--- config.mk ---
export PLATFORM = sky130hd
export DESIGN_NAME = riscv_muldiv_unit_flat
export DESIGN_NICKNAME = d
export VERILOG_FILES = /design/src/rtl/riscv_muldiv_unit_if.sv /design/src/rtl/riscv_muldiv_unit.sv /design/src/flat_wrapper.sv
export SDC_FILE = /design/constraint.sdc
export NUM_CORES = 1
export LEC_CHECK = 0
export ABC_CLOCK_PERIOD_IN_PS = 15400
export CORE_ASPECT_RATIO = 1.5
export CORE_MARGIN = 10
export CORE_UTILIZATION = 60
export DETAILED_ROUTE_END_ITERATION = 10
export PLACE_DENSITY_LB_ADDON = 0.2
export SETUP_SLACK_MARGIN = 0.3
export SYNTH_ARGS = -nofsm -noshare
export SYNTH_HDL_FRONTEND = slang
export SYNTH_SLANG_ARGS = --single-unit
--- constraint.sdc ---
create_clock -name clk_i -period 15.4 [get_ports clk_i]
set_clock_uncertainty 0.1 [all_clocks]
set_input_delay 3.08 -clock clk_i [delete_from_list [all_inputs] [get_ports clk_i]]
set_output_delay 3.08 -clock clk_i [all_outputs]
set_load 0.005 [all_outputs]
--- src/rtl/riscv_muldiv_unit_if.sv ---
// Request/response bundle of the iterative RV32M/RV64M multiply/divide unit.
// The unit sits on the slave side; the EX stage drives the master side.
interface riscv_muldiv_unit_if #(
    parameter int XLEN = 32
);
    logic            flush_i;
    logic            in_valid_i;
    logic            in_ready_o;
    logic [2:0]      op_i;
    logic [XLEN-1:0] a_i;
    logic [XLEN-1:0] b_i;
    logic            out_valid_o;
    logic            out_ready_i;
    logic [XLEN-1:0] result_o;
    logic            busy_o;

    modport master (
        output flush_i, in_valid_i, op_i, a_i, b_i, out_ready_i,
        input  in_ready_o, out_valid_o, result_o, busy_o
    );

    modport slave (
        input  flush_i, in_valid_i, op_i, a_i, b_i, out_ready_i,
        output in_ready_o, out_valid_o, result_o, busy_o
    );
endinterface

--- src/rtl/riscv_muldiv_unit.sv ---
// Iterative radix-2 shift-add multiplier / restoring divider on operand magnitudes.
// Define RISCV_MULDIV_FAST_MUL_EN to compute MUL* with a single-cycle combinational product.
module riscv_muldiv_unit #(
    parameter int XLEN      = 32,
    parameter int CNT_WIDTH = $clog2(XLEN) + 1
) (
    input logic                clk_i,
    input logic                arst_n_i,
    riscv_muldiv_unit_if.slave io
);
    typedef enum logic [1:0] {IDLE, CALC, DONE} state_t;

    typedef struct packed {
        logic [2:0] op;
        logic       neg;
    } ctx_t;

    localparam logic [XLEN-1:0] MIN_INT  = {1'b1, {(XLEN-1){1'b0}}};
    localparam logic [XLEN-1:0] ALL_ONES = '1;

    state_t               state_q;
    ctx_t                 ctx_q;
    logic [CNT_WIDTH-1:0] cnt_q;
    logic [XLEN-1:0]      hi_q, lo_q, opnd_q, result_q;

    logic            a_signed, b_signed, sa, sb, is_rem, neg_acc, special;
    logic [XLEN-1:0] mag_a, mag_b, special_res;

    // Apply the sign rules to the magnitude product/quotient/remainder.
    function automatic logic [XLEN-1:0] finalize(input logic [2:0] op, input logic neg,
                                                 input logic [XLEN-1:0] hi, input logic [XLEN-1:0] lo);
        logic [2*XLEN-1:0] p;
        p = {hi, lo};
        if (neg) p = -p;
        case (op)
            3'd0:             return p[XLEN-1:0];
            3'd1, 3'd2, 3'd3: return p[2*XLEN-1:XLEN];
            3'd4, 3'd5:       return neg ? -lo : lo;
            default:          return neg ? -hi : hi;
        endcase
    endfunction

    always_comb begin
        a_signed    = io.op_i inside {3'd0, 3'd1, 3'd2, 3'd4, 3'd6};
        b_signed    = io.op_i inside {3'd0, 3'd1, 3'd4, 3'd6};
        sa          = a_signed & io.a_i[XLEN-1];
        sb          = b_signed & io.b_i[XLEN-1];
        mag_a       = sa ? -io.a_i : io.a_i;
        mag_b       = sb ? -io.b_i : io.b_i;
        is_rem      = io.op_i[2] & io.op_i[1];
        // Remainder follows the dividend; product and quotient follow the sign mismatch.
        neg_acc     = is_rem ? sa : (sa ^ sb);
        special     = 1'b0;
        special_res = '0;
        if (io.op_i[2] && io.b_i == '0) begin
            special     = 1'b1;
            special_res = is_rem ? io.a_i : ALL_ONES;
        end else if (io.op_i[2] && !io.op_i[0] && io.a_i == MIN_INT && io.b_i == ALL_ONES) begin
            special     = 1'b1;
            special_res = is_rem ? '0 : MIN_INT;
        end
    end

`ifdef RISCV_MULDIV_FAST_MUL_EN
    logic [2*XLEN-1:0] fast_prod;
    assign fast_prod = (2*XLEN)'(mag_a) * (2*XLEN)'(mag_b);
`endif

    // One iteration step: hi holds partial product / partial remainder, lo the multiplier / dividend.
    logic [XLEN:0]   add_sum, shifted;
    logic [XLEN-1:0] rem_sub, hi_n, lo_n;

    always_comb begin
        add_sum = {1'b0, hi_q} + (lo_q[0] ? {1'b0, opnd_q} : '0);
        shifted = {hi_q, lo_q[XLEN-1]};
        rem_sub = shifted[XLEN-1:0] - opnd_q;
        hi_n    = add_sum[XLEN:1];
        lo_n    = {add_sum[0], lo_q[XLEN-1:1]};
        if (ctx_q.op[2]) begin
            if (shifted >= {1'b0, opnd_q}) begin
                hi_n = rem_sub;
                lo_n = {lo_q[XLEN-2:0], 1'b1};
            end else begin
                hi_n = shifted[XLEN-1:0];
                lo_n = {lo_q[XLEN-2:0], 1'b0};
            end
        end
    end

    always_ff @(posedge clk_i or negedge arst_n_i) begin
        if (!arst_n_i) begin
            state_q  <= IDLE;
            ctx_q    <= '0;
            cnt_q    <= '0;
            hi_q     <= '0;
            lo_q     <= '0;
            opnd_q   <= '0;
            result_q <= '0;
        end else if (io.flush_i) begin
            state_q <= IDLE;
            cnt_q   <= '0;
        end else begin
            case (state_q)
                IDLE: if (io.in_valid_i) begin
                    ctx_q.op  <= io.op_i;
                    ctx_q.neg <= neg_acc;
                    hi_q      <= '0;
                    lo_q      <= mag_a;
                    opnd_q    <= mag_b;
                    cnt_q     <= CNT_WIDTH'(XLEN - 1);
                    if (special) begin
                        result_q <= special_res;
                        state_q  <= DONE;
                    end
`ifdef RISCV_MULDIV_FAST_MUL_EN
                    else if (!io.op_i[2]) begin
                        result_q <= finalize(io.op_i, neg_acc, fast_prod[2*XLEN-1:XLEN], fast_prod[XLEN-1:0]);
                        state_q  <= DONE;
                    end
`endif
                    else begin
                        state_q <= CALC;
                    end
                end
                CALC: begin
                    hi_q <= hi_n;
                    lo_q <= lo_n;
                    if (cnt_q == '0) begin
                        result_q <= finalize(ctx_q.op, ctx_q.neg, hi_n, lo_n);
                        state_q  <= DONE;
                    end else begin
                        cnt_q <= cnt_q - CNT_WIDTH'(1);
                    end
                end
                DONE: if (io.out_ready_i) state_q <= IDLE;
                default: state_q <= IDLE;
            endcase
        end
    end

    assign io.in_ready_o  = (state_q == IDLE);
    assign io.out_valid_o = (state_q == DONE);
    assign io.busy_o      = (state_q != IDLE);
    assign io.result_o    = result_q;
endmodule

--- src/flat_wrapper.sv ---
// flat-port wrapper written by rule: the top's interface ports become plain ports
module riscv_muldiv_unit_flat 
#(
    parameter int XLEN      = 32,
    parameter int CNT_WIDTH = $clog2(XLEN) + 1
)
  (clk_i, arst_n_i, io_flush_i, io_in_valid_i, io_op_i, io_a_i, io_b_i, io_out_ready_i, io_in_ready_o, io_out_valid_o, io_result_o, io_busy_o);
  riscv_muldiv_unit_if #(.XLEN(XLEN)) io_i ();
  input logic clk_i;
  input logic arst_n_i;
  input wire logic [$bits(io_i.flush_i)-1:0] io_flush_i;
  input wire logic [$bits(io_i.in_valid_i)-1:0] io_in_valid_i;
  input wire logic [$bits(io_i.op_i)-1:0] io_op_i;
  input wire logic [$bits(io_i.a_i)-1:0] io_a_i;
  input wire logic [$bits(io_i.b_i)-1:0] io_b_i;
  input wire logic [$bits(io_i.out_ready_i)-1:0] io_out_ready_i;
  output wire logic [$bits(io_i.in_ready_o)-1:0] io_in_ready_o;
  output wire logic [$bits(io_i.out_valid_o)-1:0] io_out_valid_o;
  output wire logic [$bits(io_i.result_o)-1:0] io_result_o;
  output wire logic [$bits(io_i.busy_o)-1:0] io_busy_o;
  assign io_i.flush_i = io_flush_i;
  assign io_i.in_valid_i = io_in_valid_i;
  assign io_i.op_i = io_op_i;
  assign io_i.a_i = io_a_i;
  assign io_i.b_i = io_b_i;
  assign io_i.out_ready_i = io_out_ready_i;
  assign io_in_ready_o = io_i.in_ready_o;
  assign io_out_valid_o = io_i.out_valid_o;
  assign io_result_o = io_i.result_o;
  assign io_busy_o = io_i.busy_o;
  riscv_muldiv_unit #(.XLEN(XLEN), .CNT_WIDTH(CNT_WIDTH)) u_core (.clk_i(clk_i), .arst_n_i(arst_n_i), .io(io_i));
endmodule
# Word level (Yosys, flattened, before mapping)

Index checks and enable logic that the tools add are counted.

Bits in registers: 140
Bits in latches: 0
Memory bits (writable): 0
ROM bits: 0
Input port bits: 72
Output and inout port bits: 35
Memories kept: 0

$add $sub $neg: 8
$mul: 0
Divide/modulo/power cells: 0
Order comparisons: 1
Equality and inequality tests: 20
Shift operators: 0
Multiplexer cells: 36
Bitwise logic cells: 5
Reductions and logical operators: 22

Operator list:

| cell                                                                | number |
|---|---|
| 32-bit 2-to-1 mux                                                   | 17 |
| 32-bit case mux with 2 select lines                                 | 3 |
| 32-bit negator                                                      | 4 |
| 32-bit case mux with 3 select lines                                 | 1 |
| 32-bit == test (second input constant)                              | 2 |
| 64-bit 2-to-1 mux                                                   | 1 |
| 64-bit negator                                                      | 1 |
| 32-bit by 33-bit adder with 33-bit output                           | 1 |
| 33-bit by 32-bit >= comparator with 1-bit output                    | 1 |
| 32-bit logical NOT                                                  | 1 |
| 32-bit subtractor                                                   | 1 |
| 6-bit 2-to-1 mux                                                    | 3 |
| 3-bit == test (second input constant)                               | 4 |
| 6-bit case mux with 2 select lines                                  | 1 |
| 3-bit AND reduction                                                 | 4 |
| 2-bit 2-to-1 mux                                                    | 5 |
| 3-bit by 2-bit == test with 1-bit output (second input constant)    | 3 |
| 3-bit != test (second input constant)                               | 3 |
| 3-bit by 1-bit == test with 1-bit output (second input constant)    | 2 |
| 3-bit logical NOT                                                   | 2 |
| 6-bit logical NOT                                                   | 1 |
| 2-bit case mux with 3 select lines                                  | 1 |
| 6-bit by 1-bit subtractor with 6-bit output (second input constant) | 1 |
| 5-bit AND reduction                                                 | 1 |
| other kinds (18)                                                    | 28 |

# Logic depth before layout (Yosys ltp)

Depth after elaboration: 10
Depth in mapped cells: 27

# Worst setup path before layout

OpenSTA, ideal clock, no wires.

Kind: reg2reg
From: register u_core.ctx_q[3] in the netlist's numbering
To: register u_core.result_q[28] (netlist: u_core.io.result_o[28])
Setup time: 0.126 ns
Arrival: 5.872 ns
Data required time: 15.174 ns
Setup slack: 9.302 ns
Cell stages (with the launch flop): 25
Buffers on the path: 9
Clock period less this slack: 6.098 ns
Cell sequence: dfrtp_1 > clkbuf_1 > buf_2 > buf_2 > buf_1 > buf_2 > buf_4 > buf_2 > buf_1 > buf_1 > nand2_1 > o21ai_0 > ha_1 > nor3b_1 > o221ai_1 > or2_2 > nor3_1 > nand2b_1 > nor2_1 > nor2_1 > or3_1 > o41a_1 > xor2_1 > o221ai_1 > a221o_1

Longest elaborated chain between the ends: 6

RTL lines:

| what                                            | line                     | RTL |
|---|---|---|
| start: declaration                              | riscv_muldiv_unit.sv:22  | `ctx_t ctx_q;` |
| 32-bit 2-to-1 mux                               | riscv_muldiv_unit.sv:79  | `if (ctx_q.op[2]) begin` |
| 64-bit negator, or another cell as far along    | riscv_muldiv_unit.sv:34  | `if (neg) p = -p;` |
| 64-bit 2-to-1 mux, or another cell as far along | riscv_muldiv_unit.sv:34  |  |
| 32-bit case mux with 3 select lines (*)         | riscv_muldiv_unit.sv:35  | `case (op)` |
| 32-bit 2-to-1 mux (*)                           | riscv_muldiv_unit.sv:128 | `if (cnt_q == '0) begin` |
| 32-bit case mux with 2 select lines (*)         | riscv_muldiv_unit.sv:103 | `case (state_q)` |
| end signal: assignment                          | riscv_muldiv_unit.sv:112 | `result_q <= special_res;` |
| end signal: assignment                          | riscv_muldiv_unit.sv:129 | `result_q <= finalize(ctx_q.op, ctx_q.neg, hi_n, lo_n);` |
| end: declaration                                | riscv_muldiv_unit.sv:24  | `logic [XLEN-1:0] hi_q, lo_q, opnd_q, result_q;` |

Every way passes the cells marked *; elsewhere a longest branch is shown, timed or not. The select of a mux whose other input is x is not followed.
A chain may end at the register's enable or synchronous reset.

# Worst setup path in the final report

From: register u_core.hi_q[17]
To: register u_core.result_q[26] (netlist: u_core.io.result_o[26])

Longest elaborated chain between the ends: 8

RTL lines:

| what                                                                                         | line                                             | RTL |
|---|---|---|
| start: declaration                                                                           | riscv_muldiv_unit.sv:24                          |  |
| start signal: assignment                                                                     | riscv_muldiv_unit.sv:126                         | `hi_q <= hi_n;` |
| 32-bit subtractor / 33-bit by 32-bit >= comparator with 1-bit output (equally long branches) | riscv_muldiv_unit.sv:76, riscv_muldiv_unit.sv:80 |  |
| 32-bit 2-to-1 mux / 1-bit 2-to-1 mux (equally long branches)                                 | riscv_muldiv_unit.sv:80                          | `if (shifted >= {1'b0, opnd_q}) begin` |
| 32-bit 2-to-1 mux                                                                            | riscv_muldiv_unit.sv:79                          |  |
| 64-bit negator, or another cell as far along                                                 | riscv_muldiv_unit.sv:34                          |  |
| 64-bit 2-to-1 mux, or another cell as far along                                              | riscv_muldiv_unit.sv:34                          |  |
| 32-bit case mux with 3 select lines (*)                                                      | riscv_muldiv_unit.sv:35                          |  |
| 32-bit 2-to-1 mux (*)                                                                        | riscv_muldiv_unit.sv:128                         |  |
| 32-bit case mux with 2 select lines (*)                                                      | riscv_muldiv_unit.sv:103                         |  |

Marked as above.

==> flow_metrics.py <==
metrics = {
    "power": {
        "p_leak_nw": 7.08,
        "ir_drop_mv": 0.153,
        "p_per_area_nw_per_um2": 258,
        "power_mw": 4.50,
    },
    "timing": {
        "setup_viol": 0,
        "maxSlewViolCount": 0,
        "fmax_mhz": 137,
        "layout_setup_ws_ps": 8110,
        "hold_viol": 0,
        "finalSetupTns_ps": 0,
        "period_minus_slack_ps": 7290,
        "whs_ps": 400,
        "period_share_pct": 47.3,
        "grt_setup_unrepaired": "false",
        "tightest_slew_ps": 1200,
        "slew_headroom_pct": 19.4,
    },
    "grt": {
        "grt_pass1_wl_microns": 92500,
        "antenna_found_initial": 0,
        "grt_max_degree": 99,
        "grt_overflow": 0,
        "grt_use_total_pct": 34.6,
        "grt_pass1_vias": 16600,
    },
    "clocking": {
        "clkTransAtPathRegs_ps": 70,
        "cts_setup_buffers": 0,
        "tritoncts": "built",
        "clk_latency_ps": 460,
        "clockBufferDepth": 2,
        "ctsResizeCount": 0,
        "cts_root_buffer": "clkbuf_16",
        "hold_buffers": 0,
        "cts_sinks": 140,
        "cts_buffers": 17,
        "htree_levels": 4,
    },
    "floorplan": {
        "initial_core_util_pct": 60.8,
        "core_area_sq_um": 25800,
        "dieArea_sq_um": 33100,
        "die_y_microns": 218,
        "die_x_microns": 152,
        "io_pins": 107,
        "rows": 72,
    },
    "setup_path": {
        "r2r-start": "u_core.hi_q[17]",
        "reg2reg_to": "u_core.io.result_o[26]",
        "reg2reg_depth": 23,
        "arrival_ps": 7490,
        "crit_required_ps": 15610,
        "rrSetupSlack_ps": 8110,
        "critPathMaxFanout": 34,
        "crit_type": "reg -> reg",
        "end_kind": "flip-flop",
        "crit_path_start_kind": "flip-flop",
    },
    "final_layout": {
        "fin_nets": 2266,
        "stdcell_count": 2468,
        "area_delta_synth_final_pct": 11.1,
        "drive_gt1_share_pct": 6.32,
        "utilization_pct": 67.6,
        "final_cell_area_sq_um": 17400,
        "diodes": 0,
    },
    "hold_path": {
        "hold_path_end": "u_core.io.result_o[24]",
        "worstHoldStart": "u_core.io.result_o[24]",
        "hold_depth": 2,
        "hp-class": "reg -> reg",
    },
    "outcome": {
        "status": "complete, no violations",
    },
    "drt": {
        "drtPass1Iterations": 8,
        "ant_nets": 0,
        "vias": 17200,
        "drc": 0,
        "wl_per_cell_microns": 24.2,
        "wirelength_microns": 59700,
        "avgViaCountPerCell": 6.95,
        "drt_iter0_markers": 1773,
    },
    "synth": {
        "synth_edf_count": 0,
        "async_flop_share_pct": 100,
        "netlist_top_cells_area": "dfrtp_1, a21oi_1, o21ai_0",
        "synth_seq_cells": 140,
        "yosysWarnings": 0,
        "ys_types": 104,
        "synth_top_area_share_pct": 22.3,
        "synth_nets": 2246,
        "ys.flop_type": "dfrtp_1",
        "synthTopCellsByCount": "nand2_1, nor2_1, a21oi_1",
        "syn_inst": 2102,
        "synth_area_per_cell_sq_um": 7.46,
        "yosysSeqAreaShare_pct": 22.3,
        "yosysTopAreaCell": "dfrtp_1",
        "syn_area_sq_um": 15700,
        "synth.most_common_cell": "nand2_1",
    },
    "place": {
        "place_inst": 2436,
        "gp_congestion": 1.05,
        "post_dp_cell_area_sq_um": 16800,
        "hpwl_microns": 45400,
        "port_buffers": 106,
        "place_worst_setup_slack_ps": 7930,
    },
    "run": {
        "cap_viol_max_count": 0,
    },
}
==> cell families (layout without fill, tap and decap cells) <==
kind of cell	count (synthesis)	in the layout	share of synthesized area, %
xor+xnor	179	179	10.0
compound gates	728	728	30.3
mux	57	57	3.83
fa+ha+maj	72	72	5.84
flops	140	140	22.3
buf+inv	202	235	5.32
simple gates	724	724	22.4
==> flip-flops by register name (all words and copies together), names as in the netlist <==
name	count
u_core.hi_q	32
u_core.io.result_o	32
u_core.lo_q	32
u_core.opnd_q	32
u_core.cnt_q	6
u_core.ctx_q	4
u_core.state_q	2
==> cell type report <==
class	instances	area, sq um
clock inverter	14	161
timing repair buffer	129	1230
clock buffer	18	439
sequential	140	3510
fill	2256	8350
tap	333	417
multi-input combinational	1760	11400
inverter	74	278
==> where the power goes <==
part	total (mW)	switching, mW	internal, mW
combinational	3.30	2.11	1.19
sequential	0.761	0.239	0.522
clock	0.440	0.194	0.246
total	4.50	2.54	1.96
==> worst max-delay path, cell delays in order (launching register included) <==
cell      delay, ps
dfrtp_1         430
ha_1            440
a21oi_1         280
o21ai_1         150
a221oi_1        530
nand3_2         370
nor2_2          160
buf_4           400
nand2_1         110
o21ai_0         150
ha_1            240
nor3b_1         250
o221ai_1        170
or2_2           350
nor3_1          500
nand2b_1        340
o31ai_1         420
nand4_1         170
nor4_1          730
a41oi_1         220
xor2_1          190
o22ai_1         120
a21oi_1         170
o221ai_1        130
==> how the worst max path moves through the flow <==
stage,slack (ps),start,endpoint,cells past startpoint
final,8110,u_core.hi_q[17],u_core.io.result_o[26],23
after global routing,7630,u_core.opnd_q[20],u_core.io.result_o[26],24
after CTS,8270,u_core.hi_q[17],u_core.io.result_o[26],23
after detailed placement,7930,io_a_i[3],u_core.io.result_o[23],13
after global placement,8020,io_a_i[3],u_core.io.result_o[22],13
after floorplan,9300,u_core.ctx_q[3],u_core.io.result_o[28],24
==> layer usage <==
| layer | global-route usage, % | vias to the layer above | part of all wire (%) |
|---|---|---|---|
| li1 | - | 7795 | - |
| met1 | 37.9 | 8158 | 37 |
| met2 | 58.6 | 953 | 48 |
| met3 | 5.80 | 255 | 7.0 |
| met4 | 26.8 | 0 | 8.2 |
| met5 | 0 | - | 0 |
==> layout by cell type (no fill, tap or decap), types with 15 or more instances in the layout <==
cell,synthesis,layout
inv_1,73,73
ha_1,70,70
or3_1,24,24
buf_4,5,23
nor4_1,19,19
nand3_1,32,32
a21oi_1,199,199
nand2_1,213,212
and2_1,43,43
nor3_1,62,61
mux2_2,21,21
nand4_1,29,29
clkdlybuf4s50_1,0,105
o211ai_1,17,17
a21o_1,21,21
mux2i_1,33,33
o21ai_0,194,194
clkbuf_16,0,17
a31oi_1,24,24
nor2_1,205,203
xnor2_1,84,84
a211oi_1,26,26
dfrtp_1,140,138
o31ai_1,33,33
o21a_1,15,15
xor2_1,95,95
o221ai_1,20,20
Note: power is estimated with default switching activity, not from simulation.
==> RTL change 1, RTL diff (config.mk and constraints unchanged) <==
`XLEN` is set to 32 in 3 places; all go to 16.
--- a/src/rtl/riscv_muldiv_unit_if.sv
+++ b/src/rtl/riscv_muldiv_unit_if.sv
@@ -1,7 +1,7 @@
 // Request/response bundle of the iterative RV32M/RV64M multiply/divide unit.
 // The unit sits on the slave side; the EX stage drives the master side.
 interface riscv_muldiv_unit_if #(
-    parameter int XLEN = 32
+    parameter int XLEN = 16
 );
     logic            flush_i;
     logic            in_valid_i;
--- a/src/rtl/riscv_muldiv_unit.sv
+++ b/src/rtl/riscv_muldiv_unit.sv
@@ -1,7 +1,7 @@
 // Iterative radix-2 shift-add multiplier / restoring divider on operand magnitudes.
 // Define RISCV_MULDIV_FAST_MUL_EN to compute MUL* with a single-cycle combinational product.
 module riscv_muldiv_unit #(
-    parameter int XLEN      = 32,
+    parameter int XLEN      = 16,
     parameter int CNT_WIDTH = $clog2(XLEN) + 1
 ) (
     input logic                clk_i,
--- a/src/flat_wrapper.sv
+++ b/src/flat_wrapper.sv
@@ -1,7 +1,7 @@
 // flat-port wrapper written by rule: the top's interface ports become plain ports
 module riscv_muldiv_unit_flat 
 #(
-    parameter int XLEN      = 32,
+    parameter int XLEN      = 16,
     parameter int CNT_WIDTH = $clog2(XLEN) + 1
 )
   (clk_i, arst_n_i, io_flush_i, io_in_valid_i, io_op_i, io_a_i, io_b_i, io_out_ready_i, io_in_ready_o, io_out_valid_o, io_result_o, io_busy_o);
Interface: changed (resized io_a_i, io_b_i and io_result_o); port bits go from 107 to 59. The function was not compared with the original's and may differ.
==> RTL change 1 against the unedited design <==
  * Sequential cell count shrank 65
  * Total power shrank 55%
  * Setup slack gained 860 ps
  * Design area shrank 51%
  * Area after synthesis shrank 52%
  * Non-clock buffer count shrank 62
  * First-iteration DRC count shrank 60%
  * Routed wire length shrank 60%
  * Largest cell class unchanged
==> RTL change 1: results (changes against the unedited design) <==
status: complete, no violations
fmax: 0.156 GHz (+13%)
R2R depth: 17 (-26%)
sequential cell area share: 22.1% (+1.9 points)
GPL Wtd Cong: 0.932 (-11%)
Clock power frac: 10.5% (+0.7 points)
share of layout cells above drive strength 1: 6.25% (-0.073 points)
Signal buffers: 67 (-48%)
Worst EP arrival: 6550 ps (-940 ps)
Netlist cell types: 90 (-13%)
IO buf count: 58 (-45%)
M3 GR Usage: 3.71% (-2.1 points)
Inverters: 47 (-36%)
Seq. pwr: 376 uW (-51%)
Rows: 50 (-31%)
Slew HR: 32.5% (+13 points)
FF-to-FF Start: u_core.opnd_q[8]
via density per instance: 6.52 (-6.2%)
Detailed Place HPWL: 18100 microns (-60%)
max incr delay on CP: 600 ps (-130 ps)
Reg2Reg Setup Slack: 10280 ps (+2170 ps)
static leakage: 3.59 nW (-49%)
layout sequential cell count: 75 (-46%)
Cell Area, Placed: 8210 sq um (-51%)
CP max FO: 21 (-38%)
WL met3: 1270 microns (-69%)
vias in the first global route: 7422 (-55%)
total routed wirelength: 24000 microns (-60%)
Worst Hold End: u_core.io.result_o[2]
total track usage: 26.9% (-7.7 points)
H-tree Lvls: 3 (-1)
post-synthesis sequential area ratio: 24.8% (+2.4 points)
non-clk buf share: 7.59% (+0.50 points)
Clock buf/inv share: 3.44% (-0.0061 points)
area of the multi-input gates: 5320 sq um (-53%)
Top delay family on crit path: simple AND/OR/NAND/NOR gates
worst r2r dst: u_core.io.result_o[14]
hold depth: 2 (unchanged)
met1 global-route usage: 28.9% (-8.9 points)
M1 wire length: 8980 microns (-59%)
largest net degree at the start of global routing: 76 (-23%)
critical path's slowest cell: or4_1
FILL cells: 1094 (-52%)
Clock Power: 213 uW (-52%)
CTS Buf Count: 9 (-8)
Clock Latency Late Sink: 360 ps (-100 ps)
routing usage on met2: 46.9% (-12 points)
most instantiated cells after synthesis: 108 x nor2_1, 98 x nand2_1, 93 x a21oi_1, 80 x o21ai_0, 75 x dfrtp_1
global-route wire length before repair: 38500 microns (-58%)
[RTL change 1: changes by cell type in the layout (fill, tap and decap cells not counted), sizes merged, moves of 28 or more]
cell / before / now
nand2: 214 / 98
o21ai: 207 / 91
a21oi: 199 / 96
nor2: 207 / 108
xor2: 95 / 24
dfrtp: 140 / 75
clkdlybuf4s50: 105 / 57
xnor2: 84 / 45
nor3: 63 / 26
ha: 70 / 39
inv: 78 / 50
[RTL change 1: worst max-delay path by stage]
stage                     from                     end  slack, ps  cells past startpoint
floorplan           io_b_i[10]   u_core.io.result_o[8]      10070                     11
global placement     io_b_i[8]  u_core.io.result_o[14]       8840                     12
detailed placement   io_b_i[8]  u_core.io.result_o[14]       8700                     12
CTS                  io_b_i[8]   u_core.io.result_o[9]       9020                     13
global route         io_b_i[0]   u_core.io.result_o[9]       8660                     14
finish               io_b_i[8]   u_core.io.result_o[9]       8980                     13
[RTL change 1: metrics by stage]
step                utilization (%)  instances  setup slack [ps]  hold WS, ps
floorplan                         -        990             10070          370
global route                   68.3       1180              8660          404
CTS                            68.3       1180              9020          386
detailed placement             66.0       1164              8700          371
finish                         68.3       1180              8980          382
global placement               66.0       1164              8840          370
[RTL change 1: logic make-up (layout without fill, tap and decap cells)]
| logic type | Yosys count | count (layout) | share of synthesized area (%) |
|---|---|---|---|
| AOI/OAI and AO/OA | 328 | 328 | 28.3 |
| xor gates and xnor gates | 69 | 69 | 7.98 |
| adders and majority gates | 41 | 41 | 6.97 |
| buffers and inverters | 96 | 130 | 5.10 |
| DFF | 75 | 75 | 24.8 |
| muxes | 29 | 29 | 4.00 |
| and+or+nand+nor | 352 | 352 | 22.9 |
[RTL change 1: tightest hold or removal path, cell delays in order, from the launching register on]
cell and delay (ps):
dfrtp_1 340, nand2_1 40, o21ai_0 60
==> RTL change 2, RTL diff (config.mk and constraints unchanged) <==
Without the edit above. Re-encode `state_t` (3 states) as one-hot, 3 bits wide.
--- a/src/rtl/riscv_muldiv_unit.sv
+++ b/src/rtl/riscv_muldiv_unit.sv
@@ -8,7 +8,7 @@
     input logic                arst_n_i,
     riscv_muldiv_unit_if.slave io
 );
-    typedef enum logic [1:0] {IDLE, CALC, DONE} state_t;
+    typedef enum logic [2:0] {IDLE = 3'b001, CALC = 3'b010, DONE = 3'b100} state_t;
 
     typedef struct packed {
         logic [2:0] op;
Check against the original RTL: no difference found for any inputs over 4 cycles, from zero or initial values and one cycle with arst_n_i low; so few cycles prove little.
==> RTL change 2 against the unedited design <==
  * Routed wire length shrank 3.9%
  * Highest routed layer is now met5
  * Area after synthesis fell by 1.5%
  * Critical endpoint is now u_core.io.result_o[25]
  * Sequential cell count grew 1
  * Setup slack worse by 830 ps
  * Design area shrank 1.5%
  * Synthesized cell count down 0.57%
Power is not compared: it rests on default switching activity, and its combinational part moved more than twofold at a synthesized area within 25%.
==> RTL change 2: results (changes against the unedited design) <==
total track usage: 34.3% (-0.31 points)
routing usage on met2: 57.3% (-1.3 points)
largest net degree at the start of global routing: 73 (-26%)
clock slew seen by the registers of the worst setup and hold paths: 60 ps
GPL Wtd Cong: 1.03 (-1.4%)
share of layout cells above drive strength 1: 6.19% (-0.14 points)
adder-cell share of the synthesized area: 5.93% (+0.089 points)
fin area: 17200 sq um (-1.5%)
hold path startpoint: u_core.io.result_o[6]
nets: 2265 (-0.044%)
Post-synth ARST share: 100% (unchanged)
CP max FO: 28 (-18%)
Slew HR: 19.1% (-0.30 points)
Post-Synth XOR/XNOR Area: 9.08% (-0.92 points)
Worst EP arrival: 8390 ps (+900 ps)
initial antenna violation count: 1 (+1)
Synth Area in Compound Gates: 30.2% (-0.047 points)
number of setup buffers added after CTS: 0 (unchanged)
largest cells by area after synthesis: dfrtp_1 23%, o21ai_0 7.0%, a21oi_1 5.8%
Cell Area, Placed: 16600 sq um (-1.1%)
vias in the first global route: 16.3k (-1.9%)
multiplexer area fraction after synthesis: 3.01% (-0.82 points)
syn nets: 2234 (-0.53%)
initial drt markers: 1800 (+1.5%)
global-route wire length before repair: 88600 microns (-4.2%)
status: complete, no violations
met1 global-route usage: 38.3% (+0.48 points)
most instantiated cells after synthesis: 240 x nand2_1, 215 x o21ai_0, 198 x nor2_1, 180 x a21oi_1, 140 x dfrtp_1
top-area cell type share of the netlist area: 22.7% (+0.34 points)
post-synthesis sequential area ratio: 22.9% (+0.51 points)
routed len/inst: 23.3 microns (-3.6%)
CP startpoint: io_b_i[1]
M3 GR Usage: 5.59% (-0.21 points)
router iterations before antenna repair: 6 (-2)
## RTL change 2: changes by cell type after synthesis, sizes merged, moves of 8 or more
cell    unedited run  this run
a21oi            199       184
xnor2             84       100
a211oi            28        15
nor2b              6        14
nand2            214       241
a31oi             24        42
o211ai            17        26
xor2              95        60
clkbuf            94        82
nor2             207       199
o21ai            207       226
mux2              24        12
## RTL change 2: through the flow
| step | total power, mW | hold slack (ps) | setup slack [ps] | cells |
|---|---|---|---|---|
| after floorplan | 1.48 | 363 | 8590 | 2090 |
| after global placement | 1.87 | 388 | 7120 | 2430 |
| after detailed placement | 1.89 | 403 | 6960 | 2430 |
| after CTS | 2.29 | 418 | 7390 | 2462 |
| after global routing | 2.47 | 438 | 6920 | 2462 |
| final | 2.34 | 426 | 7290 | 2462 |
## RTL change 2: power by group through the flow
stage | clock, mW | combinational (mW) | sequential, mW
2_1_floorplan | 0 | 0.965 | 0.514
4_1_cts | 0.391 | 1.33 | 0.566
6_report | 0.394 | 1.37 | 0.573
3_3_place_gp | 0 | 1.30 | 0.570
5_1_grt | 0.404 | 1.48 | 0.580
3_5_place_dp | 0 | 1.32 | 0.571
## RTL change 2: layout make-up
cell class / count / area share, %
clock buffer: 18 / 2.56
clock inverter: 14 / 0.554
inverter: 68 / 1.49
multi-input combinational: 1761 / 65.1
sequential: 141 / 20.6
tap: 328 / 2.39
timing repair buffer: 132 / 7.33
## RTL change 2: logic make-up after synthesis
group / Yosys count
buffers and inverters: 188
AO/OA/AOI/OAI: 722
multiplexers: 45
AND/OR/NAND/NOR: 762
XOR/XNOR: 160
adder cells (fa/ha/maj): 72
flip-flops: 141
## RTL change 2: worst max-delay path, cell delays in order
cell and delay (ps):
clkdlybuf4s50_1 490, inv_1 90, ha_1 150, or3b_1 420
or4_1 460, or3_1 450, or3_1 390, or2_1 390
o22ai_1 330, a21oi_1 190, nor3_4 860, nand2_1 580
a22o_1 350, a31oi_1 150
## RTL change 2: path summary, 6_finish.rpt
check                           depth (start not counted)                      to  slack (ps)
worst min register to register                          1   u_core.io.result_o[6]         430
worst max register to register                         19  u_core.io.result_o[30]        8180
worst max-delay path                                   14  u_core.io.result_o[25]        7290
max in group asynchronous                               2          u_core.lo_q[6]       11220
worst min-delay path                                    1   u_core.io.result_o[6]         430
min in group asynchronous                               1       u_core.opnd_q[29]        2510
## RTL change 2: metal layers
metal	vias to the layer above	wire, microns
li1	7764	-
met1	7961	21000
met2	951	27800
met3	227	4350
met4	2	4250
met5	-	5
